<file path="config.mk">
export PLATFORM = sky130hd
export DESIGN_NAME = nes_multipad_reader
export DESIGN_NICKNAME = d
export VERILOG_FILES = /design/src/rtl/nes_multipad_reader_pkg.sv /design/src/rtl/pad_tick_gen.sv /design/src/rtl/nes_multipad_reader.sv
export SDC_FILE = /design/constraint.sdc
export NUM_CORES = 1
export LEC_CHECK = 0
export BUFFER_PORTS_ARGS = -buffer_cell sky130_fd_sc_hd__buf_2
export CAP_MARGIN = 0
export CORE_MARGIN = 3
export CORE_UTILIZATION = 60
export DETAILED_ROUTE_END_ITERATION = 6
export PLACE_DENSITY = 0.93
export SYNTH_ARGS = -nofsm -noshare
export SYNTH_HDL_FRONTEND = slang
export SYNTH_SLANG_ARGS = --single-unit
</file>
<file path="constraint.sdc">
create_clock -name clk -period 4.2 [get_ports clk]
set_input_delay 0.21 -clock clk [delete_from_list [all_inputs] [get_ports clk]]
set_output_delay 0.21 -clock clk [all_outputs]
set_load 0.02 [all_outputs]
</file>
<file path="src/rtl/nes_multipad_reader_pkg.sv">
// Shared types and constants for the multi-pad serial reader.
package nes_pad_pkg;

    // Polling sequencer states; every transition happens on a half-period tick.
    typedef enum logic [1:0] {
        IDLE  = 2'd0,
        LATCH = 2'd1,
        LOW   = 2'd2,
        HIGH  = 2'd3
    } pad_state_e;

    // Number of half periods the latch line is held high.
    localparam int LATCH_HALVES = 2;

    // Legal parameter ranges.
    localparam int MIN_CHANNELS   = 1;
    localparam int MAX_CHANNELS   = 4;
    localparam int MIN_BITS       = 1;
    localparam int MAX_BITS       = 16;
    localparam int MIN_TICK_DIV   = 4;
    localparam int MIN_GAP_HALVES = 1;

endpackage

</file>
<file path="src/rtl/pad_tick_gen.sv">
// Free-running half-period timebase: one-cycle tick on the last cycle of
// every DIV-cycle half period, plus a last_cycle decode of the same point.
module pad_tick_gen #(
    parameter int DIV = 128
) (
    input  logic clk,
    input  logic resetn,
    output logic tick,
    output logic last_cycle
);

    localparam int CW = (DIV > 1) ? $clog2(DIV) : 1;

    logic [CW-1:0] cnt_q;
    logic [CW-1:0] cnt_d;
    logic          tick_q;
    logic          tick_d;

    // Wrap the counter at DIV-1; the registered tick anticipates the wrap point.
    always_comb begin
        cnt_d  = (cnt_q == CW'(DIV - 1)) ? '0 : cnt_q + 1'b1;
        tick_d = (cnt_d == CW'(DIV - 1));
    end

    // Counter and tick registers, restarted by reset.
    always_ff @(posedge clk) begin
        if (!resetn) begin
            cnt_q  <= '0;
            tick_q <= 1'b0;
        end else begin
            cnt_q  <= cnt_d;
            tick_q <= tick_d;
        end
    end

    assign tick       = tick_q;
    assign last_cycle = (cnt_q == CW'(DIV - 1));

endmodule

</file>
<file path="src/rtl/nes_multipad_reader.sv">
// Polls up to four NES/SNES pads over a shared latch/clock pair and presents
// active-high button vectors with sticky newly-pressed flags.
module nes_multipad_reader
    import nes_pad_pkg::*;
#(
    parameter int CHANNELS   = 2,
    parameter int BITS       = 16,
    parameter int TICK_DIV   = 128,
    parameter int GAP_HALVES = 16
) (
    input  logic                     clk,
    input  logic                     resetn,
    input  logic                     enable,
    input  logic                     clear_pressed,
    input  logic [CHANNELS-1:0]      pad_data,
    output logic                     pad_latch,
    output logic                     pad_clk,
    output logic [CHANNELS*BITS-1:0] buttons,
    output logic [CHANNELS*BITS-1:0] pressed,
    output logic                     frame_done
);

    localparam int W    = CHANNELS * BITS;
    localparam int MAXH = (GAP_HALVES > LATCH_HALVES) ? GAP_HALVES : LATCH_HALVES;
    localparam int HW   = $clog2(MAXH + 1);
    localparam int IW   = (BITS > 1) ? $clog2(BITS) : 1;

    if (CHANNELS < MIN_CHANNELS || CHANNELS > MAX_CHANNELS) begin : g_bad_channels
        $error("nes_multipad_reader: CHANNELS out of range");
    end
    if (BITS < MIN_BITS || BITS > MAX_BITS) begin : g_bad_bits
        $error("nes_multipad_reader: BITS out of range");
    end
    if (TICK_DIV < MIN_TICK_DIV) begin : g_bad_div
        $error("nes_multipad_reader: TICK_DIV too small");
    end
    if (GAP_HALVES < MIN_GAP_HALVES) begin : g_bad_gap
        $error("nes_multipad_reader: GAP_HALVES too small");
    end

    logic tick;
    logic last_cycle;

    pad_tick_gen #(.DIV(TICK_DIV)) u_tick (
        .clk        (clk),
        .resetn     (resetn),
        .tick       (tick),
        .last_cycle (last_cycle)
    );

    pad_state_e    state_q, state_d;
    logic [HW-1:0] half_q, half_d;
    logic [IW-1:0] idx_q, idx_d;

    logic          pad_latch_q, pad_latch_d;
    logic          pad_clk_q, pad_clk_d;
    logic [W-1:0]  buttons_q, buttons_d;
    logic [W-1:0]  pressed_q, pressed_d;
    logic          frame_done_q, frame_done_d;
    logic [W-1:0]  shift_all;
    logic [W-1:0]  new_btn;
    logic          frame_upd;

    // Per-pad synchronizer and capture register; bit idx is sampled at the
    // very end of each LOW half so the synchronized data has long settled.
    for (genvar gi = 0; gi < CHANNELS; gi++) begin : g_ch
        logic [1:0]      sync_q, sync_d;
        logic [BITS-1:0] shift_q, shift_d;

        // Two-stage synchronizer shift and capture of the current bit.
        always_comb begin
            sync_d  = {sync_q[0], pad_data[gi]};
            shift_d = shift_q;
            if (state_q == LOW && last_cycle) begin
                shift_d[idx_q] = sync_q[1];
            end
        end

        // Synchronizer and shift register state.
        always_ff @(posedge clk) begin
            if (!resetn) begin
                sync_q  <= '0;
                shift_q <= '0;
            end else begin
                sync_q  <= sync_d;
                shift_q <= shift_d;
            end
        end

        assign shift_all[gi*BITS +: BITS] = shift_q;
    end

    // Sequencer state register.
    always_ff @(posedge clk) begin
        if (!resetn) begin
            state_q <= IDLE;
            half_q  <= '0;
            idx_q   <= '0;
        end else begin
            state_q <= state_d;
            half_q  <= half_d;
            idx_q   <= idx_d;
        end
    end

    // Next-state logic: the gap counter saturates so a disabled reader
    // re-checks enable on every tick and latches as soon as it returns.
    always_comb begin
        state_d = state_q;
        half_d  = half_q;
        idx_d   = idx_q;
        if (tick) begin
            case (state_q)
                IDLE: begin
                    if (half_q != HW'(GAP_HALVES)) begin
                        half_d = half_q + 1'b1;
                    end
                    if (enable && (half_q >= HW'(GAP_HALVES - 1))) begin
                        state_d = LATCH;
                        half_d  = '0;
                    end
                end
                LATCH: begin
                    if (half_q == HW'(LATCH_HALVES - 1)) begin
                        state_d = LOW;
                        half_d  = '0;
                        idx_d   = '0;
                    end else begin
                        half_d = half_q + 1'b1;
                    end
                end
                LOW: begin
                    state_d = HIGH;
                end
                HIGH: begin
                    if (idx_q == IW'(BITS - 1)) begin
                        state_d = IDLE;
                        half_d  = '0;
                    end else begin
                        idx_d   = idx_q + 1'b1;
                        state_d = LOW;
                    end
                end
                default: begin
                    state_d = IDLE;
                end
            endcase
        end
    end

    // Pad-facing outputs follow the state being entered so they are registered.
    always_comb begin
        pad_latch_d = (state_d == LATCH);
        pad_clk_d   = (state_d != LOW);
    end

    // Frame update: all channels at once on the last HIGH tick; a new press
    // survives a coincident clear because it is ORed in after the clear.
    always_comb begin
        frame_upd    = (state_q == HIGH) && tick && (idx_q == IW'(BITS - 1));
        new_btn      = ~shift_all;
        buttons_d    = buttons_q;
        pressed_d    = clear_pressed ? '0 : pressed_q;
        frame_done_d = 1'b0;
        if (frame_upd) begin
            pressed_d    = pressed_d | (new_btn & ~buttons_q);
            buttons_d    = new_btn;
            frame_done_d = 1'b1;
        end
    end

    // Output registers; reset abandons any partial frame.
    always_ff @(posedge clk) begin
        if (!resetn) begin
            pad_latch_q  <= 1'b0;
            pad_clk_q    <= 1'b1;
            buttons_q    <= '0;
            pressed_q    <= '0;
            frame_done_q <= 1'b0;
        end else begin
            pad_latch_q  <= pad_latch_d;
            pad_clk_q    <= pad_clk_d;
            buttons_q    <= buttons_d;
            pressed_q    <= pressed_d;
            frame_done_q <= frame_done_d;
        end
    end

    assign pad_latch  = pad_latch_q;
    assign pad_clk    = pad_clk_q;
    assign buttons    = buttons_q;
    assign pressed    = pressed_q;
    assign frame_done = frame_done_q;

endmodule
</file>
==> summary.txt, run 1 <==
Floorplan
  • Die ar.: 9160 µm²
  • Rows: 32
  • Chip Width: 95.7 µm
  • Chip height: 95.7 µm
  • Number of top-level pins: 73
  • Core ar.: 7770 µm²
  • Starting Density: 62.2%

Clock tree
  • CTS Sinks: 122
  • H-Tree Depth: 4
  • CTS tree: done
  • Clock-pin slew on the worst setup and hold paths: 60 ps
  • CTS resizes: 0
  • TritonCTS Buffers: 17
  • Longest Clk Path Bufs: 2
  • Later-pin clock latency in the skew report: 520 ps
  • CTS root buffer: clkbuf_8

Routing
  • Routed WL: 11500 µm
  • Pre-Repair DR Iteration Count: 5
  • DRT iter0 DRCs: 292
  • Drt wl/cell: 16.2 µm
  • DR DRC count: 0
  • Vias per cell: 5.83
  • Post-DRT Antenna Nets: 0
  • Via count: 4119

Global routing
  • Initial antenna violation count: 0
  • Vias in the first global route: 3988
  • Pin count of the biggest net entering global routing: 64
  • GRT overflow: 0
  • Total Routing Usage GR: 26.4%
  • First-pass GRT wire length: 18700 µm

Final layout
  • Commonest non-fill, non-tap cell in the layout: dfxtp_1
  • Commonest non-fill, non-tap cells in the layout: dfxtp_1, buf_2, nand2_1
  • ANT cells: 0
  • FF+latch area: 2440 µm²
  • Share of cells above drive strength 1: 19.7%
  • Area added between synthesis and finish: 19.8%
  • Area of the multi-input gates: 2190 µm²
  • Nets: 608
  • Fill cells: 507
  • Layout Cells excl Fill: 707

Critical path
  • Critical Setup Path Class: reg -> reg
  • Critical Path Fanout Max: 63
  • CP required: 4610 ps
  • WP buf/inv: 0
  • CP cell instances: ha_1, nand3_1, nor2_1, and2_2, nor2_1, a211oi_1
  • CP dominant cell by count: nor2_1
  • Slowest CP cell: and2_2
  • Critical Path AT: 2850 ps
  • Nature of the critical path endpoint: register
  • Worst Setup Start Kind: register
  • Worst path top cell family by delay: simple AND/OR/NAND/NOR gates
  • Critical path's largest stage delay: 860 ps

Yosys
  • Yosys warnings: 0
  • Post-synth EDFFs: 0
  • Syn Area/Cell: 9.10 µm²
  • Synth Cell Area: 4830 µm²
  • Synth Flop Type: dfxtp_1
  • Post-synthesis cell type count: 42
  • Post-Syn Instances: 531
  • Ys async rst share: 0%
  • Register bit total from synthesis: 122
  • Synth Net Count: 547
  • Seq/Total Area, Yosys: 50.6%

STA
  • Worst-margin pin slew: 1080 ps
  • Final setup margin: 1760 ps
  • Slew Limit Fails: 0
  • Final hold viol count: 0
  • Clk_skew: 8.47 ps
  • Period minus WS final: 2440 ps
  • Post-route clock period utilization: 58.2%
  • Slew margin rel.: 28.1%
  • RSZ-0062 raised after global routing: false
  • Setup violators final: 0
  • Fmax achieved: 409 MHz
  • Setup TNS: 0 ps

Placed design
  • Final HPWL DP: 7220 µm
  • Placed insts: 673
  • Port Buffer Count: 72
  • GP Congestion: 0.907
  • Dpl ws: 1880 ps

Power
  • Static Leakage: 2.34 nW
  • PD cells: 451 nW/µm²
  • Peak supply drop: 0.300 mV

Flow run
  • Max cap viols: 0

Min path
  • Worst hold path type: in -> reg

Outcome
  • Run status: finished clean
## sequential cells by signal (all words and copies together), names as in the netlist, 2 cells and up
| name | count |
|---|---|
| g_ch.sync_q | 4 |
| half_q | 5 |
| idx_q | 4 |
| g_ch.shift_q | 32 |
| u_tick.cnt_q | 7 |
| state_q | 2 |
| buttons | 32 |
| pressed | 32 |
## area by class of cell
cell class,instances,share of cell area [%]
Sequential cell,122,42.2
Multi-Input combinational cell,363,37.9
Clock buffer,19,7.63
Timing Repair Buffer,75,6.70
Clock inverter,13,2.47
Tap cell,102,2.21
Inverter,13,0.843
## kinds of logic (layout without fill, tap and decap cells)
logic type,after synthesis,in the layout,synth area share (%)
mux,26,26,5.39
buf+inv,46,120,4.04
compound gates,92,92,11.7
simple gates,229,229,24.7
xor+xnor,6,6,1.09
fa+ha+maj,10,10,2.59
flops,122,122,50.6
## power breakdown
| group | total, mW | leakage, nW | switching (mW) | internal, mW |
|---|---|---|---|---|
| registers | 1.17 | 0.984 | 0.00434 | 1.16 |
| clock network | 1.40 | 0.285 | 0.525 | 0.878 |
| logic | 0.0401 | 1.07 | 0.0280 | 0.0122 |
## routing by layer
metal  part of all wire, %  GRT usage (%)
met1                    38           28.5
met2                    54           48.3
met3                   6.0           7.04
met4                   2.1           11.4
met5                     0              0
## per-stage QoR
stage | instance area [µm²] | total power, mW | hold slack, ps | util, %
floorplan | 4830 | 1.22 | 337 | -
global placement | 5180 | 1.23 | 416 | 66.7
detailed placement | 5180 | 1.23 | 419 | 66.7
CTS | 5790 | 2.62 | 167 | 74.5
global route | 5790 | 2.68 | 223 | 74.5
finish | 5790 | 2.61 | 169 | 74.5
## cells in the mapped netlist (3+ instances only)
master	number	area, µm²
nor3_1	4	20.0
clkbuf_1	23	86.3
mux2i_1	26	260
buf_2	7	35.0
a211oi_1	31	233
o22ai_1	3	18.8
xnor2_1	3	26.3
a21oi_1	49	245
nand2_1	58	218
inv_1	12	45.0
o21ai_0	4	20.0
nor2_1	48	180
dfxtp_1	122	2440
xor2_1	3	26.3
nand3_1	17	85.1
nand3_2	3	30.0
nand2b_1	35	219
or3_1	37	231
ha_1	10	125
and2_1	9	56.3
## worst reg2reg max path, delay by kind of cell, from the launching register on
kind | cells | cell delay, ps
AOI/OAI and AO/OA | 1 | 300
DFF | 1 | 440
and+or+nand+nor | 4 | 1360
adders and majority gates | 1 | 240
## path summary, 6_finish.rpt
path	from	endpoint	slack, ps	cells past startpoint
worst min register to register	g_ch[1].sync_q[0]	g_ch[1].sync_q[1]	430	1
worst max register to register	idx_q[0]	buttons[14]	1760	6
worst min-delay path	resetn	pad_clk	170	2
worst max-delay path	idx_q[0]	buttons[14]	1760	6
## timing repair
action | in CTS | in global routing
setup buffers | 0 | 0
hold endpoints to repair | 2 | 0
hold buffers | 2 | 0
No activity file was read; power rests on OpenSTA's default activity.
==> inputs of run 2 (changes only) <==
Settings changed: ABC_AREA set to 1, CORE_UTILIZATION 60 to 51, PLACE_DENSITY 0.93 to 0.85.
Clock period 4.2 ns to 2.1 ns, I/O delays scaled along.
==> run 2 against run 1 <==
  * Synthesized cell count up 28%
  * Largest power group unchanged
  * Total power is 110% higher
  * Combinational power is 130% higher
  * Non-clock buffer count is 9 higher
  * Register-to-register slack got worse by 1600 ps
  * Cell count grew 26%
  * First-iteration DRC count up 16%
  * Critical path depth increased by 4
  * Clock power rose by 120%
  * Die area up 26%
  * Utilization is 11 points lower
  * Global-route usage fell by 4.9 points
==> summary.txt, run 2 <==
Critical path
  • CP required: 2510 ps (was 4610 ps)
  • FF-to-FF End: half_q[4] (was buttons[14])
  • Reg2Reg Setup Slack: 130 ps (was 1760 ps)
  • R2R depth: 10 (was 6)
  • Worst Setup Start Kind: register (unchanged)
  • Critical Setup Path Class: reg -> reg (unchanged)
  • Reg2reg start: half_q[0] (was idx_q[0])
  • Nature of the critical path endpoint: register (unchanged)
  • Critical Path AT: 2380 ps (was 2850 ps)
  • Critical Path Fanout Max: 8 (was 63)

Floorplan
  • Core ar.: 9910 µm² (was 7770 µm²)
  • Chip Width: 107 µm (was 95.7 µm)
  • Die ar.: 11500 µm² (was 9160 µm²)
  • Rows: 36 (was 32)
  • Number of top-level pins: 73 (unchanged)
  • Chip height: 107 µm (was 95.7 µm)
  • Starting Density: 53.0% (was 62.2%)

Power
  • PD cells: 869 nW/µm² (was 451 nW/µm²)
  • Total power: 5.49 mW (was 2.61 mW)
  • Psw: 1.14 mW (was 0.557 mW)
  • Switching share of power: 20.7% (was 21.4%)
  • Clock power frac: 55.8% (was 53.8%)
  • Peak supply drop: 0.673 mV (was 0.300 mV)
  • Static Leakage: 2.47 nW (was 2.34 nW)
  • Seq pwr share: 42.6% (was 44.7%)
  • Combinational power share: 1.7% (was 1.5%)
  • Int Pwr: 4.35 mW (was 2.05 mW)

STA
  • Slew margin rel.: 59.8% (was 28.1%)
  • RSZ-0062 raised after global routing: false (unchanged)
  • Final hold viol count: 0 (unchanged)
  • Setup violators final: 0 (unchanged)
  • Period minus WS final: 1970 ps (was 2440 ps)
  • Hold Slack: 193 ps (was 169 ps)
  • Fmax achieved: 509 MHz (was 409 MHz)
  • Post-route clock period utilization: 93.6% (was 58.2%)
  • Setup TNS: 0 ps (unchanged)
  • Clk_skew: 9.17 ps (was 8.47 ps)
  • Worst-margin pin slew: 602 ps (was 1080 ps)
  • Slew Limit Fails: 0 (unchanged)
  • Final setup margin: 135 ps (was 1760 ps)

Global routing
  • Initial antenna violation count: 0 (unchanged)
  • Vias in the first global route: 4514 (was 3988)
  • Pin count of the biggest net entering global routing: 49 (was 64)
  • First-pass GRT wire length: 20100 µm (was 18700 µm)
  • Total Routing Usage GR: 21.5% (was 26.4%)
  • GRT overflow: 0 (unchanged)

Clock tree
  • Later-pin clock latency in the skew report: 510 ps (was 520 ps)
  • CTS Sinks: 122 (unchanged)
  • CTS root buffer: clkbuf_8 (unchanged)
  • Longest Clk Path Bufs: 2 (unchanged)
  • Post-CTS setup buffers: 0 (unchanged)
  • TritonCTS Buffers: 17 (unchanged)
  • CTS tree: done (unchanged)
  • Clock-pin slew on the worst setup and hold paths: 60 ps (about the same)
  • H-Tree Depth: 4 (unchanged)

Routing
  • Vias per cell: 5.20 (was 5.83)
  • Post-DRT Antenna Nets: 0 (unchanged)
  • Pre-Repair DR Iteration Count: 5 (unchanged)
  • Drt wl/cell: 13.8 µm (was 16.2 µm)
  • Via count: 4641 (was 4119)
  • Routed WL: 12300 µm (was 11500 µm)
  • DR DRC count: 0 (unchanged)
  • DRT iter0 DRCs: 340 (was 292)

Yosys
  • Share of the synthesized area in the top cell type: 46.5% (was 50.6%)
  • Synth Net Count: 694 (was 547)
  • Synth Flop Type: dfxtp_1 (unchanged)
  • Post-Syn Instances: 678 (was 531)
  • Cell accounting for the most synthesized area: dfxtp_1 (unchanged)
  • Seq/Total Area, Yosys: 46.5% (was 50.6%)
  • Post-synth EDFFs: 0 (unchanged)
  • Ys async rst share: 0% (unchanged)
  • Largest cells by area after synthesis: dfxtp_1, nand2_1, nor2_1 (was dfxtp_1, mux2i_1, a21oi_1)
  • Post-synthesis cell type count: 25 (was 42)
  • Syn Area/Cell: 7.74 µm² (was 9.10 µm²)
  • Register bit total from synthesis: 122 (unchanged)
  • Top-count cell post-synth: nand2_1 (was dfxtp_1)
  • Synth Cell Area: 5250 µm² (was 4830 µm²)
  • Yosys warnings: 0 (unchanged)
  • Post-synth top cells: nand2_1, dfxtp_1, nor2_1, inv_1, nand3_1 (was dfxtp_1, nand2_1, a21oi_1, nor2_1, or3_1)

Final layout
  • Commonest non-fill, non-tap cell in the layout: nand2_1 (was dfxtp_1)
  • Post-layout instance area: 6320 µm² (was 5790 µm²)
  • Final core occ: 63.8% (was 74.5%)
  • Nets: 763 (was 608)
  • Fill cells: 832 (was 507)
  • Layout Cells excl Fill: 893 (was 707)
  • Share of cells above drive strength 1: 23.2% (was 19.7%)
  • Commonest non-fill, non-tap cells in the layout: nand2_1, dfxtp_1, nor2_1 (was dfxtp_1, buf_2, nand2_1)
  • FF+latch area: 2440 µm² (unchanged)
  • ANT cells: 0 (unchanged)
  • Area added between synthesis and finish: 20.4% (was 19.8%)
  • Area of the multi-input gates: 2310 µm² (was 2190 µm²)

Min path
  • Min-delay src: enable (was resetn)
  • Worst hold path type: in -> reg (unchanged)
  • Hold Path Sink: half_q[1] (was pad_clk)
  • Hold Path Depth: 6 (was 2)

Placed design
  • GP Congestion: 0.925 (was 0.907)
  • Port Buffer Count: 72 (unchanged)
  • Final HPWL DP: 8230 µm (was 7220 µm)
  • Cell Area, Placed: 5630 µm² (was 5180 µm²)
  • Dpl ws: 133 ps (was 1880 ps)
  • Placed insts: 856 (was 673)

Flow run
  • Max cap viols: 0 (unchanged)

Outcome
  • Run status: finished clean (unchanged)
[run 2: cell families (layout without fill, tap and decap cells)]
| group | count (synthesis) | in the layout | share of synthesized area, % |
|---|---|---|---|
| flip-flops | 122 | 122 | 46.5 |
| AND/OR/NAND/NOR | 325 | 325 | 26.4 |
| XOR/XNOR | 4 | 4 | 0.668 |
| adder cells (fa/ha/maj) | 10 | 10 | 2.38 |
| buffers and inverters | 106 | 188 | 9.56 |
| AO/OA/AOI/OAI | 111 | 111 | 14.4 |
[run 2: critical path, cell delays in order (launching register included)]
cell	delay (ps)
dfxtp_1	450
ha_1	250
nand2_1	70
nor2_1	140
ha_1	170
nor2_1	40
nand2_1	60
nand2_1	180
a21oi_2	300
nand2_1	90
a21oi_1	140
[run 2: per-layer routing]
metal  share of wire, %  up-vias  track usage, %
met1                 40     2167            23.6
met3                4.8       22            5.22
met2                 53      136            39.9
li1                   -     2316               -
met5                  0        -               0
met4                2.3        0            8.12
[run 2: how the worst max path moves through the flow]
stage	start	endpoint	depth (start not counted)
after global placement	half_q[0]	half_q[4]	10
after floorplan	half_q[0]	half_q[4]	10
final	half_q[0]	half_q[4]	10
after CTS	half_q[0]	half_q[0]	10
after detailed placement	half_q[0]	half_q[3]	10
after global routing	half_q[0]	pad_latch	10
[run 2: area by class of cell]
cell class | count | area share [%]
Sequential cell | 122 | 38.6
Multi-Input combinational cell | 450 | 36.5
Timing Repair Buffer | 84 | 7.92
Clock buffer | 19 | 6.99
Inverter | 72 | 4.30
Clock inverter | 13 | 3.01
Tap cell | 133 | 2.63
[run 2: timing repair]
action,4_1_cts,5_1_grt
resized for setup,0,1
endpoints found under the hold margin,8,0
hold buffers,5,0
endpoints found under the setup margin,0,5
[run 2: power by group through the flow]
stage	clock network [mW]	logic [mW]	registers, mW
floorplan	0	0.0646	2.38
global placement	0	0.0809	2.39
detailed placement	0	0.0834	2.39
CTS	3.09	0.0905	2.34
global route	3.20	0.0994	2.34
finish	3.06	0.0911	2.34
